===== src/rtl/bus_pkg.sv =====
// Shared definitions for the bus transfer sequencer.
//   state_e : sequencer states (IDLE, SETUP, LATCH, HOLD, DONE)
//   clog2   : ceiling log2 used for index and counter widths
//   max3    : largest of three timing parameters, sizes the down-counter
package bus_pkg;

  typedef enum logic [2:0] {
    IDLE  = 3'd0,
    SETUP = 3'd1,
    LATCH = 3'd2,
    HOLD  = 3'd3,
    DONE  = 3'd4
  } state_e;

  function automatic int clog2(input int value);
    int res;
    res = 0;
    for (int p = 1; p < value; p = p * 2) begin
      res = res + 1;
    end
    return res;
  endfunction

  function automatic int max3(input int a, input int b, input int c);
    int m;
    m = a;
    if (b > m) begin
      m = b;
    end else begin
      m = m;
    end
    if (c > m) begin
      m = c;
    end else begin
      m = m;
    end
    return m;
  endfunction

endpackage


===== src/rtl/bus_onehot_dec.sv =====
// Index-to-one-hot decoder for the bus enable strobes.
//   en     : when low the output is all zero
//   idx    : register index to select
//   onehot : N-bit vector with at most one bit set (bit idx when en is high)
module bus_onehot_dec #(
  parameter int N  = 2,
  parameter int IW = 1
) (
  input  logic          en,
  input  logic [IW-1:0] idx,
  output logic [N-1:0]  onehot
);

  // Compare against every position so an out-of-range index yields zero.
  always_comb begin
    onehot = {N{1'b0}};
    for (int i = 0; i < N; i++) begin
      onehot[i] = en && (idx == IW'(i));
    end
  end

endmodule


===== src/rtl/bus_xfer_ctrl.sv =====
// Register-to-register transfer sequencer for the shared 4-bit register bus.
// Drives per-register oe/ie strobes through SETUP -> LATCH -> HOLD -> DONE.
// In the two-register system oe[0]/oe[1]/ie[0]/ie[1] connect to the bus
// block's R0oe/R1oe/R0ie/R1ie.
//   clk       : rising-edge clock
//   rst       : asynchronous active-low reset
//   req_valid : transfer request present
//   req_src   : source register index
//   req_dst   : destination register index
//   req_ready : controller can accept a request (registered)
//   oe        : one-hot/zero source output enables (registered)
//   ie        : one-hot/zero destination input enables (registered)
//   busy      : transfer in progress (registered)
//   done      : one-cycle pulse on transfer completion (registered)
//   err       : one-cycle pulse when a request is rejected (registered)
module bus_xfer_ctrl
  import bus_pkg::*;
#(
  parameter int NREG      = 2,
  parameter int SETUP_CYC = 2,
  parameter int LATCH_CYC = 3,
  parameter int HOLD_CYC  = 2,
  localparam int IW = (clog2(NREG) > 1) ? clog2(NREG) : 1
) (
  input  logic            clk,
  input  logic            rst,
  input  logic            req_valid,
  input  logic [IW-1:0]   req_src,
  input  logic [IW-1:0]   req_dst,
  output logic            req_ready,
  output logic [NREG-1:0] oe,
  output logic [NREG-1:0] ie,
  output logic            busy,
  output logic            done,
  output logic            err
);

  localparam int CW = clog2(max3(SETUP_CYC, LATCH_CYC, HOLD_CYC) + 1);
  localparam logic [CW-1:0] SETUP_LD = CW'(SETUP_CYC - 1);
  localparam logic [CW-1:0] LATCH_LD = CW'(LATCH_CYC - 1);
  localparam logic [CW-1:0] HOLD_LD  = CW'(HOLD_CYC - 1);

  state_e          state_r, state_s;
  logic [CW-1:0]   cnt_r, cnt_s;
  logic [IW-1:0]   src_r, dst_r, src_s, dst_s;
  logic            req_ready_r, busy_r, done_r, err_r, err_s;
  logic [NREG-1:0] oe_r, ie_r, oe_dec_s, ie_dec_s;
  logic            oe_en_s, ie_en_s, req_ok_s;

  assign req_ok_s = (32'(req_src) < 32'(NREG)) && (32'(req_dst) < 32'(NREG)) &&
                    (req_src != req_dst);

  // Next-state, counter and latched-index logic.
  always_comb begin
    state_s = state_r;
    cnt_s   = cnt_r;
    src_s   = src_r;
    dst_s   = dst_r;
    err_s   = 1'b0;
    case (state_r)
      IDLE: begin
        // req_ready_r is low for the first cycle after reset, which gates accept.
        if (req_valid && req_ready_r) begin
          if (req_ok_s) begin
            state_s = SETUP;
            cnt_s   = SETUP_LD;
            src_s   = req_src;
            dst_s   = req_dst;
          end else begin
            err_s   = 1'b1;
          end
        end else begin
          state_s = IDLE;
        end
      end
      SETUP: begin
        if (cnt_r == {CW{1'b0}}) begin
          state_s = LATCH;
          cnt_s   = LATCH_LD;
        end else begin
          cnt_s   = cnt_r - CW'(1);
        end
      end
      LATCH: begin
        if (cnt_r == {CW{1'b0}}) begin
          state_s = HOLD;
          cnt_s   = HOLD_LD;
        end else begin
          cnt_s   = cnt_r - CW'(1);
        end
      end
      HOLD: begin
        if (cnt_r == {CW{1'b0}}) begin
          state_s = DONE;
          cnt_s   = {CW{1'b0}};
        end else begin
          cnt_s   = cnt_r - CW'(1);
        end
      end
      DONE: begin
        state_s = IDLE;
        cnt_s   = {CW{1'b0}};
      end
      default: begin
        state_s = IDLE;
        cnt_s   = {CW{1'b0}};
      end
    endcase
  end

  // Outputs are decoded from the next state so the registered strobes line up with it.
  always_comb begin
    oe_en_s = (state_s == SETUP) || (state_s == LATCH) || (state_s == HOLD);
    ie_en_s = (state_s == LATCH);
  end

  bus_onehot_dec #(.N(NREG), .IW(IW)) u_oe_dec (
    .en     (oe_en_s),
    .idx    (src_s),
    .onehot (oe_dec_s)
  );

  bus_onehot_dec #(.N(NREG), .IW(IW)) u_ie_dec (
    .en     (ie_en_s),
    .idx    (dst_s),
    .onehot (ie_dec_s)
  );

  // State, counter, latched indices and registered outputs.
  always_ff @(posedge clk or negedge rst) begin
    if (!rst) begin
      state_r     <= IDLE;
      cnt_r       <= {CW{1'b0}};
      src_r       <= {IW{1'b0}};
      dst_r       <= {IW{1'b0}};
      oe_r        <= {NREG{1'b0}};
      ie_r        <= {NREG{1'b0}};
      busy_r      <= 1'b0;
      done_r      <= 1'b0;
      err_r       <= 1'b0;
      req_ready_r <= 1'b0;
    end else begin
      state_r     <= state_s;
      cnt_r       <= cnt_s;
      src_r       <= src_s;
      dst_r       <= dst_s;
      oe_r        <= oe_dec_s;
      ie_r        <= ie_dec_s;
      busy_r      <= oe_en_s;
      done_r      <= (state_s == DONE);
      err_r       <= err_s;
      req_ready_r <= (state_s == IDLE);
    end
  end

  assign req_ready = req_ready_r;
  assign oe        = oe_r;
  assign ie        = ie_r;
  assign busy      = busy_r;
  assign done      = done_r;
  assign err       = err_r;

endmodule


===== config.mk =====
export PLATFORM = sky130hd
export DESIGN_NAME = bus_xfer_ctrl
export DESIGN_NICKNAME = d
export VERILOG_FILES = /design/src/rtl/bus_pkg.sv /design/src/rtl/bus_onehot_dec.sv /design/src/rtl/bus_xfer_ctrl.sv
export SDC_FILE = /design/constraint.sdc
export NUM_CORES = 1
export LEC_CHECK = 0
export ABC_CLOCK_PERIOD_IN_PS = 2540
export BUFFER_PORTS_ARGS = -buffer_cell sky130_fd_sc_hd__buf_4
export CAP_MARGIN = 20
export CORE_MARGIN = 5
export CORE_UTILIZATION = 50
export DETAILED_ROUTE_END_ITERATION = 8
export PLACE_DENSITY = 0.72
export SETUP_SLACK_MARGIN = 0.02
export SKIP_CTS_REPAIR_TIMING = 1
export SLEW_MARGIN = 40
export SYNTH_ARGS = -nofsm -noshare
export SYNTH_HDL_FRONTEND = slang
export SYNTH_SLANG_ARGS = --single-unit

===== constraint.sdc =====
create_clock -name clk -period 2.54 [get_ports clk]
set_input_delay 0.635 -clock clk [delete_from_list [all_inputs] [get_ports clk]]
set_output_delay 0.635 -clock clk [all_outputs]
set_load 0.005 [all_outputs]

Word level (Yosys, flattened, before mapping)
Cells that the tools add are included.
Word-level totals
  bits of input ports: 5
  logic and storage cells: 55
  output and inout port bits: 8
  bits in registers: 15
Operators by class
  $add $sub $neg: 1
  equal/unequal tests: 10
  reductions and logical operators: 11
  bitwise operators: 2
  mux-type cells: 21
Operator list (count)
  3-bit two-way mux: 5
  3-bit by 2-bit == test with 1-bit output, second input constant: 4
  3-bit one-hot mux with 4 select lines: 1
  2-bit two-way mux: 5
  1-bit two-way mux: 9
  2-bit one-hot mux with 4 select lines: 1
  3-bit by 1-bit == test with 1-bit output, second input constant: 2
  3-bit zero test: 2
  1-bit logical AND: 5
  2-bit inequality test, second input constant: 2
  3-bit == test, second input constant: 1
  2-bit zero test: 1
  1-bit logical OR: 2
  1-bit NOT: 2
  2-bit AND reduction: 1
  2-bit by 1-bit subtractor with 2-bit output, second input constant: 1
  1-bit inequality test: 1

Depth between registers and ports, before layout
  depth after elaboration: 8
  gate-level depth with buffers: 5
  mapped depth without buffers: 5

Hierarchy
A second synthesis with hierarchy kept.
Unflattened totals
  cells, all modules: 61
  area total of the unflattened synthesis: 718.2 µm²
Modules (own cells, without submodules)
  bus_xfer_ctrl: area each 685.7 µm², sequential area each 375.4 µm², times used 1, cells each 57
  bus_onehot_dec: area each 16.3 µm², sequential area each 0.0 µm², times used 2, cells each 2

Least setup slack after synthesis
OpenSTA, ideal clock, no wires.
  path kind: register -> register
  from: register cnt_r[0]
  to: register cnt_r[0]
  arrival: 1259 ps
  period minus slack after synthesis: 1388 ps
  setup slack: 1152 ps
  stages on the path, launching flop included: 6
  data required time: 2411 ps
  path buffers: 0
  setup time: 129 ps
  path through: dfrtp_1 > inv_1 > ha_1 > or3b_1 > o221ai_1 > mux2i_1
On the way
  cells in the longest elaborated chain, start to end: 3
  elaborated cells on any way between the ends: 6
  classes of those cells: add/sub (1); mux (4); reduce/logical (1)
RTL lines
  start: declaration: line bus_xfer_ctrl.sv:44  | logic [CW-1:0] cnt_r, cnt_s;
  start signal: assignment: line bus_xfer_ctrl.sv:133  | cnt_r <= {CW{1'b0}};
  start signal: assignment: line bus_xfer_ctrl.sv:144  | cnt_r <= cnt_s;
  2-bit by 1-bit subtractor with 2-bit output or 2-bit zero test (tied branches)
  2-bit two-way mux, on equally long branches: line bus_xfer_ctrl.sv:93, bus_xfer_ctrl.sv:77, bus_xfer_ctrl.sv:85
  2-bit one-hot mux with 4 select lines (*): line bus_xfer_ctrl.sv:60  | case (state_r)
Every way passes the cells marked *; elsewhere a longest branch is shown, timed or not.
A chain may end at the register's enable or synchronous reset.

Worst setup path after layout
Same ends and word-level chain as after synthesis.

==> results.cfg <==
[outcome]
outcome = finished, final reports clean

[detailed_routing]
detail-route-antenna-nets = 0
totalWireLength_um = 1420
drtPass1Iterations = 3
vias = 563
drc = 0
drtIter0Drc = 5
viasPerCell = 5.47
wl_per_cell_um = 13.8

[sta]
skew_ps = 5.17
final_hold_viol_count = 0
worst_pin_slew_ps = 453
clock.fmax_ghz = 0.650
slew_viol_final = 0
rsz0062_at_grt = false
finalSetupTns_ps = 0
finalSetupViolCount = 0
fin_crit_ps = 1540
max_slew_margin_pct = 69.8
post-route-period-util_pct = 60.5

[die]
core_um2 = 1470
die_area_um2 = 2380
pin_count = 13
initial_utilization_pct = 51.2
die_w_um = 48.8
die_h_um = 48.8
rows = 14

[clock_network]
cts_tree = built
htreeDepth = 1
cts.sinks = 15
root_buffer = clkbuf_4
clkTransAtPathRegs_ps = 90
clk_latency_ps = 280
cts_buffers = 3
clock_path_buffers = 2

[setup_path]
rrSetupSlack_ps = 1000
reg2reg_depth = 5
worstSetupPathType = reg -> reg
r2r-start = cnt_r[0]$_DFFE_PN0P_
cp_cell_sequence = inv_1, ha_1, or3b_1, o221ai_1, mux2i_1
start_kind = flop
cp.required_ps = 2710
arrival_ps = 1700
slowest_delay_ps = 390
cpMaxStageDelayCell = dfrtp_1
r2r-end = cnt_r[0]$_DFFE_PN0P_
crit_fanout = 6
end_kind = flop

[layout]
final_common_cell = dfrtp_1
fillerInstances = 139
multiInputGateArea_um2 = 334
n_antenna_cell = 0
register_area_um2 = 375
final_cell_mix = dfrtp_1 (15), buf_4 (12), nand2_1 (7), a21oi_1 (7), inv_1 (5)
layout-drive-gt1-share_pct = 18.4
layout.nets = 96
syn2layout_area_growth_pct = 14.8

[global_routing]
grt_overflow = 0
grt_pass1_wl_um = 2500
antenna_found_initial = 0
grt_max_degree = 16
grt_usage_pct = 13.1
grt_pass1_vias = 579

[logic_synthesis]
synthesis.nets = 83
ys_ff_latch = 15
synth-warning-count = 0
ys_top_cells_by_area = dfrtp_1 (50%), ha_1 (5.0%), a21oi_1 (4.7%)
synth_area_um2 = 753
yosysSeqAreaShare_pct = 49.8
synth.largest_area_cell = dfrtp_1
ys_types = 30
yosys.area.top_type_share_pct = 49.8
synthCells = 75
syn_area_per_cell_um2 = 10.0

[placement]
io_buffers = 12
hpwl_um = 1010
gp_congestion = 0.815

[pwr]
irDropWorstVdd_mv = 0.456
leakagePower_nw = 0.402
power.density_nw_per_um2 = 1000
finalPower_uw = 866

[flow_run]
cap_viol_max_count = 0

[hold_path]
min_path_type = in -> async
## report_power, final
part           internal [mW]  switching [mW]  leakage (nW)
clock                 0.0609          0.0759        0.0150
combinational          0.176           0.159         0.202
sequential             0.313          0.0812         0.185
total                  0.550           0.316         0.402
## worst max-delay path by stage
stage / startpoint / end / slack, ps / cells after the start
5_1_grt: cnt_r[0]$_DFFE_PN0P_ / cnt_r[0]$_DFFE_PN0P_ / 890 / 5
3_5_place_dp: cnt_r[0]$_DFFE_PN0P_ / cnt_r[0]$_DFFE_PN0P_ / 1030 / 5
6_report: cnt_r[0]$_DFFE_PN0P_ / cnt_r[0]$_DFFE_PN0P_ / 1000 / 5
2_1_floorplan: cnt_r[0]$_DFFE_PN0P_ / cnt_r[0]$_DFFE_PN0P_ / 1150 / 5
3_3_place_gp: cnt_r[0]$_DFFE_PN0P_ / cnt_r[0]$_DFFE_PN0P_ / 1060 / 5
4_1_cts: cnt_r[0]$_DFFE_PN0P_ / cnt_r[0]$_DFFE_PN0P_ / 1010 / 5
## cells in the mapped netlist, drive strengths merged
cell and instances:
or3b 2, a21oi 8, ha 3, nand3 3, xnor2 1, nor3b 3
mux2i 1, inv 5, dfrtp 15, or3 1, nand4bb 1, buf 3
a21o 1, o21ai 4, nand2b 2, and4bb 1, o31ai 1, clkbuf 1
o211ai 1, nor2 4, o221ai 1, a32oi 1, xor2 1, nand2 7
a31oi 1, nand3b 2, nor3 1
## flip-flops by register name, summed over array words and instances (netlist names)
signal and count:
err 1, ie 2, src_r 1, busy 1, dst_r 1, req_ready 1, oe 2, done 1
state_r 3, cnt_r 2
## per-stage QoR
step                      std cells  instance area [um^2]  hold WS, ps  worst slack (ps)  utilization [%]
final                           103                   865          186              1000             58.8
after global routing            103                   865          181               893             58.8
after CTS                       103                   865          188              1010             58.8
after detailed placement         99                   838          459              1030             57.0
after global placement           99                   838          453              1060             57.0
after floorplan                  75                   753          339              1150                -
## layer usage
layer	track usage [%]	routed length (um)	vias up
li1	-	-	286
met1	16.4	679	269
met2	20.0	670	6
met3	3.06	59	2
met4	8.07	14	0
met5	0	0	-
## cell type report
class | instances | area share (%)
clock buffer | 4 | 3.04
inverter | 5 | 2.17
tap | 16 | 2.32
timing repair buffer | 12 | 10.4
sequential | 15 | 43.4
multi-input combinational | 51 | 38.6
## cells by family (layout without fill, tap and decap cells)
family	after synthesis	after routing	synth area share [%]
AO/OA/AOI/OAI	18	18	14.6
flip-flops	15	15	49.8
AND/OR/NAND/NOR	27	27	21.1
multiplexers	1	1	1.33
adder cells (fa/ha/maj)	3	3	4.98
XOR/XNOR	2	2	2.33
buffers and inverters	9	21	5.81
## worst max-delay path, delay by kind of cell, from the launching register on
family,cells,cell delay [ps]
buf+inv,1,90
flops,1,390
fa+ha+maj,1,260
compound gates,1,190
mux,1,100
simple gates,1,390
(Power assumes the default switching activity.)
